--- src/rtl/tx_crc_append.sv ---
// Bit-level Tx stage: passes payload bits through and optionally appends the captured 16-bit CRC_A, LSB first.
// Latency: payload 0 cycles (combinational), CRC_LATENCY-cycle gap after the last payload bit, then 16 registered CRC bits.
// Backpressure: out_req drives in_req while passing payload; CRC bits hold on out_req low; upstream stalled (in_req=0) during gap and CRC.
module tx_crc_append #(
    parameter int CRC_LATENCY = 1
) (
    input  logic        clk,
    input  logic        rst,
    input  logic        append_crc,
    input  logic [15:0] crc,
    input  logic        in_data,
    input  logic        in_data_valid,
    input  logic        in_last_bit,
    output logic        in_req,
    output logic        out_data,
    output logic        out_data_valid,
    output logic        out_last_bit,
    input  logic        out_req
);

    localparam int WW = (CRC_LATENCY > 1) ? $clog2(CRC_LATENCY) : 1;
    localparam logic [WW-1:0] WAIT_LAST = WW'(CRC_LATENCY - 1);

    typedef enum logic [1:0] {IDLE, PASS, WAIT_CRC, SEND_CRC} state_t;

    state_t        state, state_nxt;
    logic          appended_flag, appended_nxt;
    logic [15:0]   shreg, shreg_nxt;
    logic [3:0]    bit_idx, bit_idx_nxt;
    logic [WW-1:0] wait_cnt, wait_cnt_nxt;

    always_ff @(posedge clk) begin
        if (rst) begin
            state         <= IDLE;
            appended_flag <= 1'b0;
            shreg         <= '0;
            bit_idx       <= '0;
            wait_cnt      <= '0;
        end else begin
            state         <= state_nxt;
            appended_flag <= appended_nxt;
            shreg         <= shreg_nxt;
            bit_idx       <= bit_idx_nxt;
            wait_cnt      <= wait_cnt_nxt;
        end
    end

    always_comb begin
        state_nxt      = state;
        appended_nxt   = appended_flag;
        shreg_nxt      = shreg;
        bit_idx_nxt    = bit_idx;
        wait_cnt_nxt   = wait_cnt;
        in_req         = 1'b0;
        out_data       = 1'b0;
        out_data_valid = 1'b0;
        out_last_bit   = 1'b0;

        case (state)
            IDLE: begin
                out_data       = in_data;
                out_data_valid = in_data_valid;
                out_last_bit   = in_last_bit && !append_crc;
                in_req         = out_req;
                if (in_data_valid) begin
                    // Frame starts on the first valid bit, even if it is stalled downstream
                    appended_nxt = append_crc;
                    state_nxt    = PASS;
                    if (out_req && in_last_bit) begin
                        if (append_crc) begin
                            state_nxt    = WAIT_CRC;
                            wait_cnt_nxt = '0;
                        end else begin
                            state_nxt = IDLE;
                        end
                    end
                end
            end
            PASS: begin
                out_data       = in_data;
                out_data_valid = in_data_valid;
                out_last_bit   = in_last_bit && !appended_flag;
                in_req         = out_req;
                if (in_data_valid && out_req && in_last_bit) begin
                    if (appended_flag) begin
                        state_nxt    = WAIT_CRC;
                        wait_cnt_nxt = '0;
                    end else begin
                        state_nxt = IDLE;
                    end
                end
            end
            WAIT_CRC: begin
                if (wait_cnt == WAIT_LAST) begin
                    shreg_nxt   = crc;
                    bit_idx_nxt = '0;
                    state_nxt   = SEND_CRC;
                end else begin
                    wait_cnt_nxt = wait_cnt + 1'b1;
                end
            end
            SEND_CRC: begin
                out_data       = shreg[0];
                out_data_valid = 1'b1;
                out_last_bit   = (bit_idx == 4'd15);
                if (out_req) begin
                    shreg_nxt   = {1'b0, shreg[15:1]};
                    bit_idx_nxt = bit_idx + 4'd1;
                    if (bit_idx == 4'd15) begin
                        state_nxt = IDLE;
                    end
                end
            end
            default: state_nxt = IDLE;
        endcase

        // Outputs are quiet for the whole reset, not just after it
        if (rst) begin
            in_req         = 1'b0;
            out_data       = 1'b0;
            out_data_valid = 1'b0;
            out_last_bit   = 1'b0;
        end
    end

endmodule

--- config.mk ---
export PLATFORM = sky130hd
export DESIGN_NAME = tx_crc_append
export DESIGN_NICKNAME = d
export VERILOG_FILES = /design/src/rtl/tx_crc_append.sv
export SDC_FILE = /design/constraint.sdc
export NUM_CORES = 1
export LEC_CHECK = 0
export BUFFER_PORTS_ARGS = -buffer_cell sky130_fd_sc_hd__buf_2
export CELL_PAD_IN_SITES_DETAIL_PLACEMENT = 0
export CELL_PAD_IN_SITES_GLOBAL_PLACEMENT = 1
export CORE_MARGIN = 2
export CORE_UTILIZATION = 40
export CTS_BUF_LIST = sky130_fd_sc_hd__clkbuf_4 sky130_fd_sc_hd__clkbuf_8
export CTS_CLUSTER_DIAMETER = 200
export DETAILED_ROUTE_END_ITERATION = 7
export PLACE_DENSITY_LB_ADDON = 0.1
export SYNTH_ARGS = -nofsm -noshare
export SYNTH_HDL_FRONTEND = slang
export SYNTH_SLANG_ARGS = --single-unit
--- constraint.sdc ---
create_clock -name clk -period 2 [get_ports clk]
set_clock_uncertainty 0.2 [all_clocks]
set_input_delay 0.2 -clock clk [delete_from_list [all_inputs] [get_ports clk]]
set_output_delay 0.2 -clock clk [all_outputs]
set_load 0.005 [all_outputs]
==> impl_metrics.py, run 1 <==
metrics = {
    "setup_path": {
        "rr_worst_depth": 4,
        "worstPathArrival_ps": 1430,
        "crit_path_start": "state[0]",
        "regToRegEndpoint": "shreg[6]",
        "r2r_slack_ps": 390,
        "timing.critical_path.fanout_max": 11,
        "path_class": "reg -> out",
        "critical_path.endpoint": "out_last_bit",
        "worstSetupEndpointType": "output pin",
        "crit_required_ps": 1600,
        "timing.rr.start": "state[1]",
        "cp-start-kind": "flop",
    },
    "global_route": {
        "track_usage": 0.1698,
        "grt_max_degree": 29,
        "grt_pass1_wl_mm": 4.574,
        "grt_pass1_vias": 1036,
        "grt_overflow": 0,
        "antenna_found_initial": 0,
    },
    "outcome": {
        "violations": "DRC",
        "status": "finished with violations",
    },
    "synthesis": {
        "synth_area_mm2": 0.001205,
        "syn-num-nets": 169,
        "postSynthAreaPerCell_um2": 8.310,
        "async_flop_share": 0,
        "yosysSeqAreaShare": 0.3821,
        "synth-main-ff-cell": "dfxtp_1",
        "ys_types": 32,
        "synth-edff-count": 0,
        "yosys_warnings": 0,
        "ys_seq_elements": 23,
        "synthCells": 145,
    },
    "layout": {
        "final_util": 0.4996,
        "design_area_mm2": 0.001401,
        "layout-drive-gt1-share": 0.2367,
        "nets": 194,
        "n_antenna_cell": 0,
        "syn_to_final_growth_pct": 16.30,
    },
    "pwr": {
        "power_density_mw_per_mm2": 646.0,
        "power_mw": 0.9052,
        "vdd_drop_max_mv": 0.2779,
        "leakage_nw": 0.5102,
    },
    "route": {
        "wirelength_mm": 2.673,
        "drtIter0Drc": 43,
        "num_vias": 1132,
        "ant_nets": 0,
        "vias_per_cell": 5.660,
        "remaining_drc_errors": 2,
        "dr.pass1.iters": 6,
        "wl_per_cell_um": 13.37,
    },
    "timing": {
        "setup_viol": 0,
        "finalSetupTns_ps": 0,
        "max_freq_mhz": 547.6,
        "slew_headroom": 0.6707,
        "hold_viol": 0,
        "fin_crit_sh": 0.9131,
        "finalCriticalPeriod_ps": 1826,
        "worstMarginPinSlew_ps": 494.0,
        "rsz0062_at_grt": "false",
        "drv_slew": 0,
        "worst_slack_ps": 173.7,
    },
    "place": {
        "port-buffer-count": 26,
        "postPlaceCellArea_mm2": 0.001343,
        "gp_congestion": 0.7642,
        "dp_slack_ps": 332.0,
        "dp_hpwl_mm": 1.795,
    },
    "cts": {
        "cts.sinks": 23,
        "cts.clk_slew.worst_paths_ps": 140,
        "tritoncts": "done",
        "cts_buffers": 3,
        "ctsHtreeMaxLevel": 1,
        "clk_latency_ps": 310,
        "cts_root_buf": "clkbuf_4",
        "clk_path_buf_depth": 2,
    },
    "floorplan": {
        "placementRows": 19,
        "start_util": 0.4295,
        "dieArea_mm2": 0.003467,
        "core-area_mm2": 0.002805,
        "dieHeight_um": 58.89,
        "die_w_um": 58.89,
        "io_pins": 27,
    },
    "flow_run": {
        "cap_violations": 0,
    },
    "min_path": {
        "hold_path_class": "in -> reg",
    },
}
## power by group
part	leakage (nW)	switching (mW)	internal, mW
combinational	0.305	0.0962	0.0833
clock	0.0177	0.149	0.0747
sequential	0.187	0.0179	0.484
## layer usage
metal | vias up | GRT usage | wire [um]
met5 | - | 0 | 0
met4 | 0 | 0.05844 | 22
met3 | 2 | 0.01978 | 142
met2 | 31 | 0.2683 | 1162
met1 | 523 | 0.2401 | 1346
li1 | 576 | - | -
## cell type report
type	count	area [um2]
Sequential cell	23	461.7
Fill cell	281	1404
Clock inverter	1	5.005
Tap cell	31	38.79
Timing Repair Buffer	34	197.7
Inverter	17	66.31
Clock buffer	3	22.52
Multi-Input combinational cell	91	609.3
## registers in the layout, summed over array words and instances, names as in the netlist
| signal | count |
|---|---|
| state | 2 |
| appended_flag | 1 |
| shreg | 16 |
| bit_idx | 4 |
## metrics by stage
stage / cells / hold slack (ps)
finish: 200 / 18.81
global route: 200 / 17.67
CTS: 200 / 14.22
detailed placement: 193 / 255.7
global placement: 193 / 252.0
floorplan: 145 / 147.2
## cells by family (layout without fill, tap and decap cells)
| logic type | Yosys count | after routing | share of synthesized area |
|---|---|---|---|
| buffers and inverters | 31 | 55 | 0.1121 |
| muxes | 3 | 3 | 0.02596 |
| and+or+nand+nor | 37 | 37 | 0.1984 |
| adders and majority gates | 1 | 1 | 0.01038 |
| AOI/OAI and AO/OA | 50 | 50 | 0.2710 |
| DFF | 23 | 23 | 0.3821 |
## cells in the final DEF, fill, tap and decap left out, drive strengths merged
cell type,count
inv,17
a31oi,1
a21oi,8
and2,1
o22ai,1
a21boi,1
or3,1
nand2,5
o31ai,1
dfxtp,23
nand3,6
o21ai,21
nor3b,2
mux2i,2
clkinv,1
clkbuf,3
ha,1
buf,31
nand4b,1
nor2,1
mux2,1
or4,1
a221oi,16
nor2b,1
nand2b,1
dlygate4sd3,3
nand3b,16
o211ai,1
nand4,1
## synth_stat cells (all sizes together) (2+ instances only)
cell type  number  area, um2
a21oi           8      40.04
a221oi         16      146.4
buf             9      50.04
clkbuf          5      18.77
dfxtp          23      460.4
inv            17      66.32
mux2i           2      20.02
nand2           5      18.77
nand3           6      30.03
nand3b         16      120.1
nor3b           2      15.01
o21ai          21      105.1
## worst min path at each step
stage / startpoint / end / slack, ps / cells past startpoint
2_1_floorplan: append_crc / appended_flag / 150 / 2
3_3_place_gp: shreg[14] / shreg[14] / 250 / 2
3_5_place_dp: shreg[9] / shreg[9] / 260 / 2
4_1_cts: crc[12] / shreg[12] / 10 / 3
5_1_grt: crc[12] / shreg[12] / 20 / 3
6_report: crc[12] / shreg[12] / 20 / 3
## critical path, stage by stage, from the launching register on
cell and delay (ps):
dfxtp_2 470, and2_1 230, nand4_1 120, a21oi_1 160, buf_2 130
## what timing repair did
item / CTS / global route
gates resized for setup: 0 / 1
hold buffers: 3 / 0
endpoints found under the setup margin: 0 / 2
buffers inserted: 0 / 0
hold endpoints to repair: 3 / 0
Note: power is estimated with default switching activity, not from simulation.
==> run 2: changes to the inputs <==
--- a/config.mk
+++ b/config.mk
@@ -9,7 +9,7 @@
 export CELL_PAD_IN_SITES_DETAIL_PLACEMENT = 0
 export CELL_PAD_IN_SITES_GLOBAL_PLACEMENT = 1
 export CORE_MARGIN = 2
-export CORE_UTILIZATION = 40
+export CORE_UTILIZATION = 39
 export CTS_BUF_LIST = sky130_fd_sc_hd__clkbuf_4 sky130_fd_sc_hd__clkbuf_8
 export CTS_CLUSTER_DIAMETER = 200
 export DETAILED_ROUTE_END_ITERATION = 7
==> run 2 against run 1 <==
Net effect:
- the run now ends clean
- largest power group unchanged
- sequential power about the same
- setup slack better by 17 ps
- clock power about the same
- non-clock buffer count up 1
- highest routed layer unchanged
- maximum frequency up 0.95%
- utilization down 3.0 points
- hold slack worse by 6.2 ps
- total power about the same
- cell area up 0.71%
- critical endpoint unchanged
==> impl_metrics.py, run 2 (synthesized netlist as in run 1, its figures left out) <==
metrics = {
    "cts": {
        "clk_path_buf_depth": 2,
        "cts_root_buf": "clkbuf_4",
        "tritoncts": "done",
        "ctsHtreeMaxLevel": 1,
        "cts.sinks": 23,
        "cts_buffers": 3,
        "clk_latency_ps": 310,
        "cts.clk_slew.worst_paths_ps": 130,
        "cts_setup_buffers": 0,
    },
    "timing": {
        "finalSetupTns_ps": 0,
        "finalCriticalPeriod_ps": 1809,
        "worst_slack_ps": 191.0,
        "hold_viol": 0,
        "worstMarginPinSlew_ps": 515.0,
        "drv_slew": 0,
        "slew_headroom": 0.6567,
        "fin_crit_sh": 0.9045,
        "setup_viol": 0,
        "rsz0062_at_grt": "false",
        "max_freq_mhz": 552.8,
    },
    "place": {
        "port-buffer-count": 26,
        "dp_hpwl_mm": 1.872,
        "dp_slack_ps": 364.7,
        "postPlaceCellArea_mm2": 0.001353,
        "gp_congestion": 0.7574,
    },
    "route": {
        "wl_per_cell_um": 14.00,
        "drtIter0Drc": 48,
        "remaining_drc_errors": 0,
        "ant_nets": 0,
        "vias_per_cell": 5.611,
        "num_vias": 1139,
        "wirelength_mm": 2.841,
        "dr.pass1.iters": 4,
    },
    "setup_path": {
        "crit_required_ps": 1600,
        "cp-start-kind": "flop",
        "path_class": "reg -> out",
        "worstPathArrival_ps": 1410,
        "regToRegEndpoint": "bit_idx[3]",
        "worstSetupEndpointType": "output pin",
        "r2r_slack_ps": 390,
        "timing.critical_path.fanout_max": 5,
        "critical_path.endpoint": "out_last_bit",
        "crit_path_start": "state[1]",
        "rr_worst_depth": 3,
        "timing.rr.start": "state[1]",
    },
    "layout": {
        "nets": 195,
        "layout-drive-gt1-share": 0.2412,
        "syn_to_final_growth_pct": 17.13,
        "design_area_mm2": 0.001411,
        "largestRegisters": "shreg (16), bit_idx (4), state (2)",
        "fill_cells": 310,
        "n_antenna_cell": 0,
        "mostFrequentLayoutCell": "buf_2",
        "largest_reg_flops": 16,
        "top_register": "shreg",
        "multi_input_area_um2": 609.3,
        "layout_common_cells": "buf_2, dfxtp_1, o21ai_0",
        "seqCellArea_um2": 461.7,
    },
    "floorplan": {
        "dieHeight_um": 59.59,
        "core-area_mm2": 0.003003,
        "start_util": 0.4013,
        "io_pins": 27,
        "die_w_um": 59.59,
        "dieArea_mm2": 0.003550,
        "placementRows": 20,
    },
    "pwr": {
        "power_density_mw_per_mm2": 641.6,
        "leakage_nw": 0.5155,
        "vdd_drop_max_mv": 0.3250,
    },
    "global_route": {
        "grt_overflow": 0,
        "antenna_found_initial": 0,
        "grt_max_degree": 29,
        "track_usage": 0.1808,
        "grt_pass1_vias": 1070,
        "grt_pass1_wl_mm": 4.864,
    },
    "min_path": {
        "hold_path_class": "in -> reg",
        "worstHoldStart": "crc[14]",
    },
    "outcome": {
        "status": "finished clean",
    },
    "flow_run": {
        "cap_violations": 0,
    },
}
## run 2: how the worst min path moves through the flow
stage	to	slack, ps	cells after the start
after floorplan	appended_flag	150	2
after global placement	shreg[7]	250	2
after detailed placement	shreg[7]	250	2
after CTS	shreg[11]	6	3
after global routing	shreg[8]	20	3
final	shreg[14]	10	3
## run 2: final cells by class
type / instances / share of cell area
multi-input combinational: 91 / 0.4317
sequential: 23 / 0.3271
timing repair buffer: 35 / 0.1454
inverter: 17 / 0.04699
tap: 33 / 0.02926
clock buffer: 3 / 0.01596
clock inverter: 1 / 0.003546
## run 2: report_power, final
part           switching [mW]  total [mW]  leakage (nW)  internal, mW
Clock                   0.146       0.221        0.0177        0.0748
Sequential             0.0181       0.502         0.187         0.484
Combinational          0.0981       0.183         0.311        0.0848
## run 2: stage by stage
step	util	instances	total power, mW	hold slack, ps
global route	0.4700	203	0.9659	24.60
finish	0.4700	203	0.9056	12.61
global placement	0.4504	196	0.6853	248.8
CTS	0.4696	203	0.9172	6.419
floorplan	-	145	0.6323	147.2
detailed placement	0.4504	196	0.6907	254.5
## run 2: routing by layer
| layer | GRT usage | share of wire |
|---|---|---|
| met5 | 0 | 0 |
| met4 | 0.06667 | 0.0070 |
| met3 | 0.02620 | 0.037 |
| met2 | 0.2936 | 0.49 |
| met1 | 0.2432 | 0.47 |
## run 2: critical path: stages, from the launching register on
cell and delay, ps:
dfxtp_1 460, and2_1 250, nand4_1 120, a21oi_1 140
buf_2 130
## run 2: repair_timing
| item | CTS | global route |
|---|---|---|
| hold buffers | 3 | 0 |
| hold endpoints to repair | 3 | 0 |
| endpoints found under the setup margin | 0 | 1 |
| gates resized for setup | 0 | 1 |
